**src/rtl/fetch_ctrl_pkg.sv**
```systemverilog
// Shared definitions for the instruction fetch front end: state encoding,
// default address width and reset vector, and the size of the redirect mux.
package fetch_ctrl_pkg;

  localparam int          DEFAULT_ADDR_W       = 16;
  localparam logic [15:0] DEFAULT_RESET_VECTOR = 16'h0000;

  // Redirect sources in priority order: branch, jump, buffered redirect.
  localparam int NUM_REDIRECT = 3;

  typedef enum logic [1:0] {
    ST_IDLE  = 2'd0,
    ST_FETCH = 2'd1,
    ST_MISS  = 2'd2
  } fetch_state_e;

endpackage

```
**src/rtl/pc_next_sel.sv**
```systemverilog
// Priority selector for the next PC value. Redirect requests are ranked by
// index (0 wins); with no redirect the address is either held or incremented.
module pc_next_sel
  import fetch_ctrl_pkg::*;
#(
  parameter int ADDR_W = DEFAULT_ADDR_W
) (
  input  logic [NUM_REDIRECT-1:0]        redirect_req,
  input  logic [NUM_REDIRECT*ADDR_W-1:0] redirect_target,
  input  logic                           hold,
  input  logic [ADDR_W-1:0]              current_address,
  output logic [ADDR_W-1:0]              next_address,
  output logic                           pc_enable
);

  // claimed[i] is set when any source with index below i is requesting.
  logic [NUM_REDIRECT:0]   claimed;
  logic [NUM_REDIRECT-1:0] grant;
  logic [ADDR_W-1:0]       masked_target [NUM_REDIRECT];
  logic [ADDR_W-1:0]       seq_address;

  assign claimed[0] = 1'b0;

  genvar gi;
  generate
    for (gi = 0; gi < NUM_REDIRECT; gi++) begin : g_prio
      assign grant[gi]         = redirect_req[gi] & ~claimed[gi];
      assign claimed[gi+1]     = claimed[gi] | redirect_req[gi];
      assign masked_target[gi] = grant[gi] ? redirect_target[gi*ADDR_W +: ADDR_W] : '0;
    end
  endgenerate

  // Sequential successor wraps modulo 2^ADDR_W by plain truncation.
  assign seq_address = current_address + ADDR_W'(1);

  // Grant is one-hot, so OR-ing the masked targets yields the winner.
  always_comb begin
    next_address = hold ? current_address : seq_address;
    pc_enable    = ~hold;
    if (claimed[NUM_REDIRECT]) begin
      next_address = '0;
      for (int i = 0; i < NUM_REDIRECT; i++) begin
        next_address = next_address | masked_target[i];
      end
      pc_enable = 1'b1;
    end
  end

endmodule

```
**src/rtl/fetch_controller.sv**
```systemverilog
// Fetch sequencer: chooses the next fetch address each cycle, runs the
// icache miss/refill handshake and buffers redirects seen during a refill.
module fetch_controller
  import fetch_ctrl_pkg::*;
#(
  parameter int                ADDR_W       = DEFAULT_ADDR_W,
  parameter logic [ADDR_W-1:0] RESET_VECTOR = ADDR_W'(DEFAULT_RESET_VECTOR)
) (
  input  logic              inp_clk,
  input  logic              inp_rst,
  input  logic              inp_cacheHit,
  input  logic              inp_fillDone,
  input  logic              inp_stall,
  input  logic              inp_branchTaken,
  input  logic [ADDR_W-1:0] inp_branchTarget,
  input  logic              inp_jump,
  input  logic [ADDR_W-1:0] inp_jumpTarget,
  output logic [ADDR_W-1:0] out_fetchAddress,
  output logic [ADDR_W-1:0] out_nextInstructionAddress,
  output logic              out_pcEnable,
  output logic              out_fillReq,
  output logic [ADDR_W-1:0] out_fillAddress,
  output logic              out_instValid,
  output logic [1:0]        out_state
);

  fetch_state_e      state_reg;
  logic [ADDR_W-1:0] fetch_address_reg;
  logic [ADDR_W-1:0] fill_address_reg;
  logic [ADDR_W-1:0] pend_target_reg;
  logic              fill_req_reg;
  logic              pend_valid_reg;

  logic                           in_fetch;
  logic                           in_miss;
  logic                           fill_exit;
  logic                           redirect_window;
  logic                           any_redirect;
  logic                           miss_detect;
  logic                           hold;
  logic [NUM_REDIRECT-1:0]        redirect_req;
  logic [NUM_REDIRECT*ADDR_W-1:0] redirect_target;
  logic [ADDR_W-1:0]              next_address;
  logic                           pc_enable;

  assign in_fetch  = (state_reg == ST_FETCH);
  assign in_miss   = (state_reg == ST_MISS);
  assign fill_exit = in_miss & inp_fillDone;

  // Redirects steer the PC only in FETCH or on the cycle a refill completes;
  // otherwise during MISS they are merely recorded.
  assign redirect_window = in_fetch | fill_exit;
  assign any_redirect    = inp_branchTaken | inp_jump;

  assign redirect_req = {fill_exit & pend_valid_reg,
                         redirect_window & inp_jump,
                         redirect_window & inp_branchTaken};
  assign redirect_target = {pend_target_reg, inp_jumpTarget, inp_branchTarget};

  assign hold        = ~in_fetch | ~inp_cacheHit | inp_stall;
  assign miss_detect = in_fetch & ~any_redirect & ~inp_cacheHit;

  pc_next_sel #(
    .ADDR_W (ADDR_W)
  ) u_pc_next_sel (
    .redirect_req    (redirect_req),
    .redirect_target (redirect_target),
    .hold            (hold),
    .current_address (fetch_address_reg),
    .next_address    (next_address),
    .pc_enable       (pc_enable)
  );

  // FSM plus fetch/fill/pending registers, all advanced on one edge.
  always_ff @(posedge inp_clk or posedge inp_rst) begin
    if (inp_rst) begin
      state_reg         <= ST_IDLE;
      fetch_address_reg <= RESET_VECTOR;
      fill_req_reg      <= 1'b0;
      fill_address_reg  <= '0;
      pend_valid_reg    <= 1'b0;
      pend_target_reg   <= '0;
    end else begin
      fetch_address_reg <= next_address;
      case (state_reg)
        ST_IDLE: begin
          state_reg <= ST_FETCH;
        end
        ST_FETCH: begin
          if (miss_detect) begin
            state_reg        <= ST_MISS;
            fill_req_reg     <= 1'b1;
            fill_address_reg <= fetch_address_reg;
          end
        end
        ST_MISS: begin
          if (inp_fillDone) begin
            state_reg      <= ST_FETCH;
            fill_req_reg   <= 1'b0;
            pend_valid_reg <= 1'b0;
          end else if (any_redirect) begin
            // Newest redirect replaces any older one; branch beats jump.
            pend_valid_reg  <= 1'b1;
            pend_target_reg <= inp_branchTaken ? inp_branchTarget : inp_jumpTarget;
          end
        end
        default: begin
          state_reg <= ST_IDLE;
        end
      endcase
    end
  end

  assign out_fetchAddress           = fetch_address_reg;
  assign out_nextInstructionAddress = next_address;
  assign out_pcEnable               = pc_enable;
  assign out_fillReq                = fill_req_reg;
  assign out_fillAddress            = fill_address_reg;
  assign out_instValid              = in_fetch & inp_cacheHit & ~any_redirect;
  assign out_state                  = state_reg;

endmodule

```
**config.mk**
```make
export PLATFORM = sky130hd
export DESIGN_NAME = fetch_controller
export DESIGN_NICKNAME = d
export VERILOG_FILES = /design/src/rtl/fetch_ctrl_pkg.sv /design/src/rtl/pc_next_sel.sv /design/src/rtl/fetch_controller.sv
export SDC_FILE = /design/constraint.sdc
export NUM_CORES = 1
export LEC_CHECK = 0
export ABC_AREA = 1
export BUFFER_PORTS_ARGS = -buffer_cell sky130_fd_sc_hd__buf_4
export CORE_UTILIZATION = 51
export DETAILED_ROUTE_END_ITERATION = 12
export PLACE_DENSITY = 0.8
export SLEW_MARGIN = 20
export SYNTH_ARGS = -nofsm -noshare
export SYNTH_HDL_FRONTEND = slang
export SYNTH_SLANG_ARGS = --single-unit
```
**constraint.sdc**
```tcl
create_clock -name inp_clk -period 1.6 [get_ports inp_clk]
set_input_delay 0.08 -clock inp_clk [delete_from_list [all_inputs] [get_ports inp_clk]]
set_output_delay 0.08 -clock inp_clk [all_outputs]
set_load 0.02 [all_outputs]
```
=== After elaboration in Yosys (flattened, before gate mapping) ===
Cells that the tools add are included.

* Add/subtract/negate cells: 1
* Equal/unequal tests: 4
* Muxes and demuxes: 15
* Bitwise operators: 25
* Reductions and logical operators: 8

{| class="wikitable"
|+ Operators by type and width
! operator !! number
|-
| 16-bit 2-to-1 mux || 6
|-
| 16-bit bitwise OR || 2
|-
| 16-bit by 1-bit adder with 16-bit output, second input constant || 1
|-
| 1-bit AND || 10
|-
| 1-bit NOT || 7
|-
| 1-bit bitwise OR || 6
|-
| 2-bit case mux with 3 select lines || 1
|-
| 2-bit AND reduction || 3
|-
| 3-bit AND reduction || 2
|-
| 1-bit 2-to-1 mux || 5
|-
| 2-bit 2-to-1 mux || 2
|-
| 2-bit nonzero test || 2
|-
| 2-bit by 1-bit == test with 1-bit output, second input constant || 1
|-
| 2-bit == test, second input constant || 1
|-
| 2-bit logical NOT || 1
|-
| 2-bit by 1-bit != test with 1-bit output, second input constant || 1
|-
| 2-bit != test, second input constant || 1
|-
| 1-bit case mux with 2 select lines || 1
|}

* Bits in registers: 52
* Input port bits: 39
* Output and inout bits: 53
* Logic and storage cells: 59

=== Depth between registers and ports, before layout ===
* Word-level depth: 10
* Depth in mapped cells: 10
* Depth with buffers taken out: 10

=== Modules after synthesis ===
From an unflattened synthesis, not the netlist that was laid out.

* Cells, all modules: 409
* Area total of the unflattened synthesis: 3044.2 um^2

{| class="wikitable"
|+ Modules (own cells, without submodules)
! module !! times used !! cells each !! area each (um^2) !! sequential area each (um^2)
|-
| fetch_controller || 1 || 241 || 2172.1 || 1301.2
|-
| pc_next_sel || 1 || 168 || 872.1 || 0.0
|}

=== Worst setup path before layout ===
OpenSTA, ideal clock, no wires.

* Path kind: reg-to-reg
* Start: register state_reg[1] (netlist: out_state[1])
* End: register fetch_address_reg[1] (netlist: out_fetchAddress[1])
* Library setup time: 0.149 ns
* Arrival: 1.614 ns
* Data required time: 1.451 ns
* Path slack: -0.163 ns
* Cell stages (with the launch flop): 10
* Path buffers: 1
* Clock period less this slack: 1.763 ns
* Cell sequence: dfrtp_1 -> inv_1 -> nor2_1 -> nand2_1 -> nor2_2 -> buf_6 -> nand2_4 -> o21ai_2 -> nor2_1 -> nor2_1

* Cells in the longest elaborated chain, start to end: 10
* Elaborated cells on any way between the ends: 23
* Those cells by class: 2 x eq/ne; 5 x mux; 16 x bitwise

{| class="wikitable"
|+ RTL lines
! item !! line !! RTL
|-
| from (decl) || fetch_controller.sv:27 || <nowiki>fetch_state_e state_reg;</nowiki>
|-
| from (signal assigned) || fetch_controller.sv:77 || <nowiki>state_reg <= ST_IDLE;</nowiki>
|-
| from (signal assigned) || fetch_controller.sv:87 || <nowiki>state_reg <= ST_FETCH;</nowiki>
|-
| from (signal assigned) || fetch_controller.sv:91 || <nowiki>state_reg <= ST_MISS;</nowiki>
|-
| 2-bit == test || fetch_controller.sv:47 || <nowiki>assign in_miss = (state_reg == ST_MISS);</nowiki>
|-
| 1-bit AND || fetch_controller.sv:48 || <nowiki>assign fill_exit = in_miss & inp_fillDone;</nowiki>
|-
| 1-bit bitwise OR || fetch_controller.sv:52 || <nowiki>assign redirect_window = in_fetch | fill_exit;</nowiki>
|-
| 1-bit AND, on equally long branches || fetch_controller.sv:57, fetch_controller.sv:56 ||
|-
| 1-bit NOT or 1-bit bitwise OR (tied branches) || pc_next_sel.sv:27, pc_next_sel.sv:28 ||
|-
| 1-bit AND or 1-bit NOT (tied branches) || pc_next_sel.sv:27 || <nowiki>assign grant[gi] = redirect_req[gi] & ~claimed[gi];</nowiki>
|-
| 16-bit 2-to-1 mux or 1-bit AND (tied branches) || pc_next_sel.sv:29, pc_next_sel.sv:27 ||
|-
| 16-bit bitwise OR or 16-bit 2-to-1 mux (tied branches) || pc_next_sel.sv:43, pc_next_sel.sv:29 ||
|-
| 16-bit bitwise OR || pc_next_sel.sv:43 || <nowiki>next_address = next_address | masked_target[i];</nowiki>
|-
| 16-bit 2-to-1 mux * || pc_next_sel.sv:40 || <nowiki>if (claimed[NUM_REDIRECT]) begin</nowiki>
|-
| via out_nextInstructionAddress[1] || fetch_controller.sv:19 || <nowiki>output logic [ADDR_W-1:0] out_nextInstructionAddress,</nowiki>
|-
| to (signal assigned) || fetch_controller.sv:84 || <nowiki>fetch_address_reg <= next_address;</nowiki>
|-
| to (decl) || fetch_controller.sv:28 || <nowiki>logic [ADDR_W-1:0] fetch_address_reg;</nowiki>
|}

Mark *: on every way through the listed nets, which the timed path passes. The rest lies on a longest branch.
A chain may end at the register's enable or synchronous reset.

=== Worst setup path after layout ===
* Start: register fetch_address_reg[1] (netlist: out_fetchAddress[1])
* End: output out_nextInstructionAddress[6]

* Cells in the longest elaborated chain, start to end: 3

{| class="wikitable"
|+ RTL lines
! item !! line !! RTL
|-
| 16-bit by 1-bit adder with 16-bit output || pc_next_sel.sv:34 || <nowiki>assign seq_address = current_address + ADDR_W'(1);</nowiki>
|-
| 16-bit 2-to-1 mux || pc_next_sel.sv:38 || <nowiki>next_address = hold ? current_address : seq_address;</nowiki>
|-
| 16-bit 2-to-1 mux || pc_next_sel.sv:40 ||
|-
| to (decl) || fetch_controller.sv:19 ||
|}

No other way between the ends.

==> flow_summary.toml <==
[clock_network]
cts_inserted_buffers = 5
root_buffer = "clkbuf_8"
cts.htree.levels = 2
clkLatencyLatePin_ps = 310
cts_sinks = 52
cts_tree = "done"
clock_path_buffers = 2
path_clk_slew_ps = 100

[floorplan]
start_util_pct = 54.0
core_area_mm2 = 0.00520
dieWidth_um = 76.2
pin_count = 92
dieArea_mm2 = 0.00581
die_h_um = 76.2
num_rows = 26

[timing]
fmax_mhz = 490
post-route-min-period_ps = 2040
finalHoldViolations = 0
slew_headroom_pct = 67.1
setup_tns_ps = -5530
setup_viol_count_final = 19
worst_clock_skew_ps = 9.60
finalCritPeriodShare_pct = 128
rsz0062_at_grt = "yes"
tightest_slew_ps = 490
drv_slew = 0
timing.final.ws_setup_ps = -442

[power_and_ir_drop]
power.total_mw = 7.12
p_leak_nw = 2.13
peakVddDrop_mv = 0.910
p_per_area_mw_per_mm2 = 1680

[global_routing]
grt.overflow.total = 0
grt_max_degree = 34
met1_usage_pct = 37.0
met2_usage_pct = 51.9
grt_pass1_vias = 2872
groute.usage.overall_pct = 29.4
top_usage_layer = "met2"
antenna_found_initial = 0
use_met3_pct = 5.03
grt_pass1_wl_mm = 13.6

[synthesis]
synth_largest_area_cell = "dfrtp_1"
syn_nets = 420
synth_edf_count = 0
avgSynthCellArea_um2 = 7.40
synthesis.area_mm2 = 0.00281
yosys-top-cells-area = "dfrtp_1 (46%), nand2_1 (15%), o21ai_0 (9.6%)"
synthArstFlopShare_pct = 100
synth_seq_area_share_pct = 46.3
syn_inst = 380
yosysWarnings = 0
synthDominantCellAreaShare_pct = 46.3
yosysUniqueCellTypes = 29
synth_top_flop_cell = "dfrtp_1"
synth-seq-cells = 52

[detailed_routing]
drt_iter0_drc = 365
ant_nets = 0
post-route-drc-count = 0
wl_mm = 9.19
vias_per_cell = 5.53
vias = 3180
dr.pass1.iters = 5
post_drt_wl_per_cell_um = 16.0

[placed_design]
numPortBuffers = 91
gp_congestion = 0.946
hpwl_mm = 6.00

[worst_setup_path]
path_max_fanout = 3
start_kind = "flop"
critPathCaptureType = "primary output"
path_class = "flop to primary output"
critPathRequiredTime_ps = 1520
worstPathArrival_ps = 1960

[outcome]
failed_checks = "setup timing"
status = "finished, violations left"

[final_layout]
final_nets = 544
syn_to_final_growth_pct = 50.7
fillers = 326
diodes = 0
drive_gt1_share_pct = 39.0

[worst_hold_path]
worstHoldPathType = "input port to flop"

[run]
max-cap-violations = 0
[what timing repair did]
action                                  4_1_cts  5_1_grt
gates cloned                                  1        0
hold endpoints to repair                     13        0
endpoints found under the setup margin       17       18
hold buffers                                  2        0
gates resized for setup                      49       50
pin swaps                                    20       22
buffers inserted                              6        7
[metal layers]
layer  routed length [µm]  share of wire, %
met2                 4540                49
met3                  743               8.1
met5                    0                 0
met4                  303               3.3
met1                 3600                39
[layout by cell type, fill, tap and decap left out, drive strengths merged, types with 2 or more instances in the layout]
master | netlist | routed
clkbuf | 5 | 7
nor2 | 38 | 38
nor3 | 3 | 3
a21oi | 9 | 9
nand2 | 117 | 117
dlygate4sd3 | 0 | 2
a21boi | 9 | 9
o21ai | 58 | 58
nand3 | 29 | 29
nand4 | 2 | 2
inv | 43 | 43
dfrtp | 52 | 52
buf | 8 | 128
[cell type report]
type | instances | area, µm² | share of cell area (%)
Inverter | 43 | 169 | 3.99
Multi-Input combinational cell | 272 | 1470 | 34.8
Tap cell | 70 | 87.6 | 2.07
Clock buffer | 7 | 86.3 | 2.04
Timing Repair Buffer | 130 | 1110 | 26.2
Clock inverter | 1 | 7.51 | 0.177
Sequential cell | 52 | 1300 | 30.8
[final timing paths]
path	startpoint	to	slack (ps)	cells after the start
max	out_fetchAddress[1]	out_nextInstructionAddress[6]	-440	9
min in group asynchronous	inp_rst	out_fillReq	300	3
min	inp_fillDone	out_state[0]	70	3
max reg2reg	out_fetchAddress[1]	out_fetchAddress[14]	-280	14
min reg2reg	out_fillAddress[11]	out_fillAddress[11]	490	2
max in group asynchronous	inp_rst	out_fetchAddress[2]	750	4
[synthesized netlist by cell type (2+ instances only)]
library cell  instances
nand2_1             115
o21ai_0              54
dfrtp_1              52
inv_1                40
nor2_1               32
nand3_1              29
a21boi_0              9
a21oi_1               9
clkbuf_1              5
nor2_2                5
buf_2                 4
buf_6                 3
inv_2                 3
nor3_1                3
nand4_1               2
o21ai_1               2
[worst max-delay path, stage by stage, from the launching register on]
cell and delay (ps):
dfrtp_1 400, ha_2 220, nand2_2 80, inv_2 90, nand3_4 90, nor2_4 150, nor2_1 80, o21ai_1 210
nand2_1 170, buf_6 170
[stage by stage]
step	hold slack (ps)	setup WS (ps)	area (µm²)	std cells	util (%)
after global placement	64.5	6.72	3730	552	71.6
final	70.5	-442	4240	575	81.4
after CTS	59.1	-253	4030	569	77.4
after global routing	102	-488	4240	575	81.4
after detailed placement	64.5	-74.6	3730	552	71.6
after floorplan	163	-5.05	2820	380	-
[power breakdown]
group          internal [mW]  switching, mW  total, mW
Sequential              1.91          0.473       2.38
Clock                  0.352          0.434      0.786
Combinational           1.65           2.30       3.96
Total                   3.92           3.21       7.12
[kinds of logic after synthesis]
group / after synthesis / synth area share [%]
adder cells (fa/ha/maj): 1 / 0.445
AO/OA/AOI/OAI: 79 / 15.7
AND/OR/NAND/NOR: 189 / 27.9
buffers and inverters: 56 / 8.59
XOR/XNOR: 1 / 0.312
multiplexers: 2 / 0.757
flip-flops: 52 / 46.3
Power figures use the tool's default switching activity.
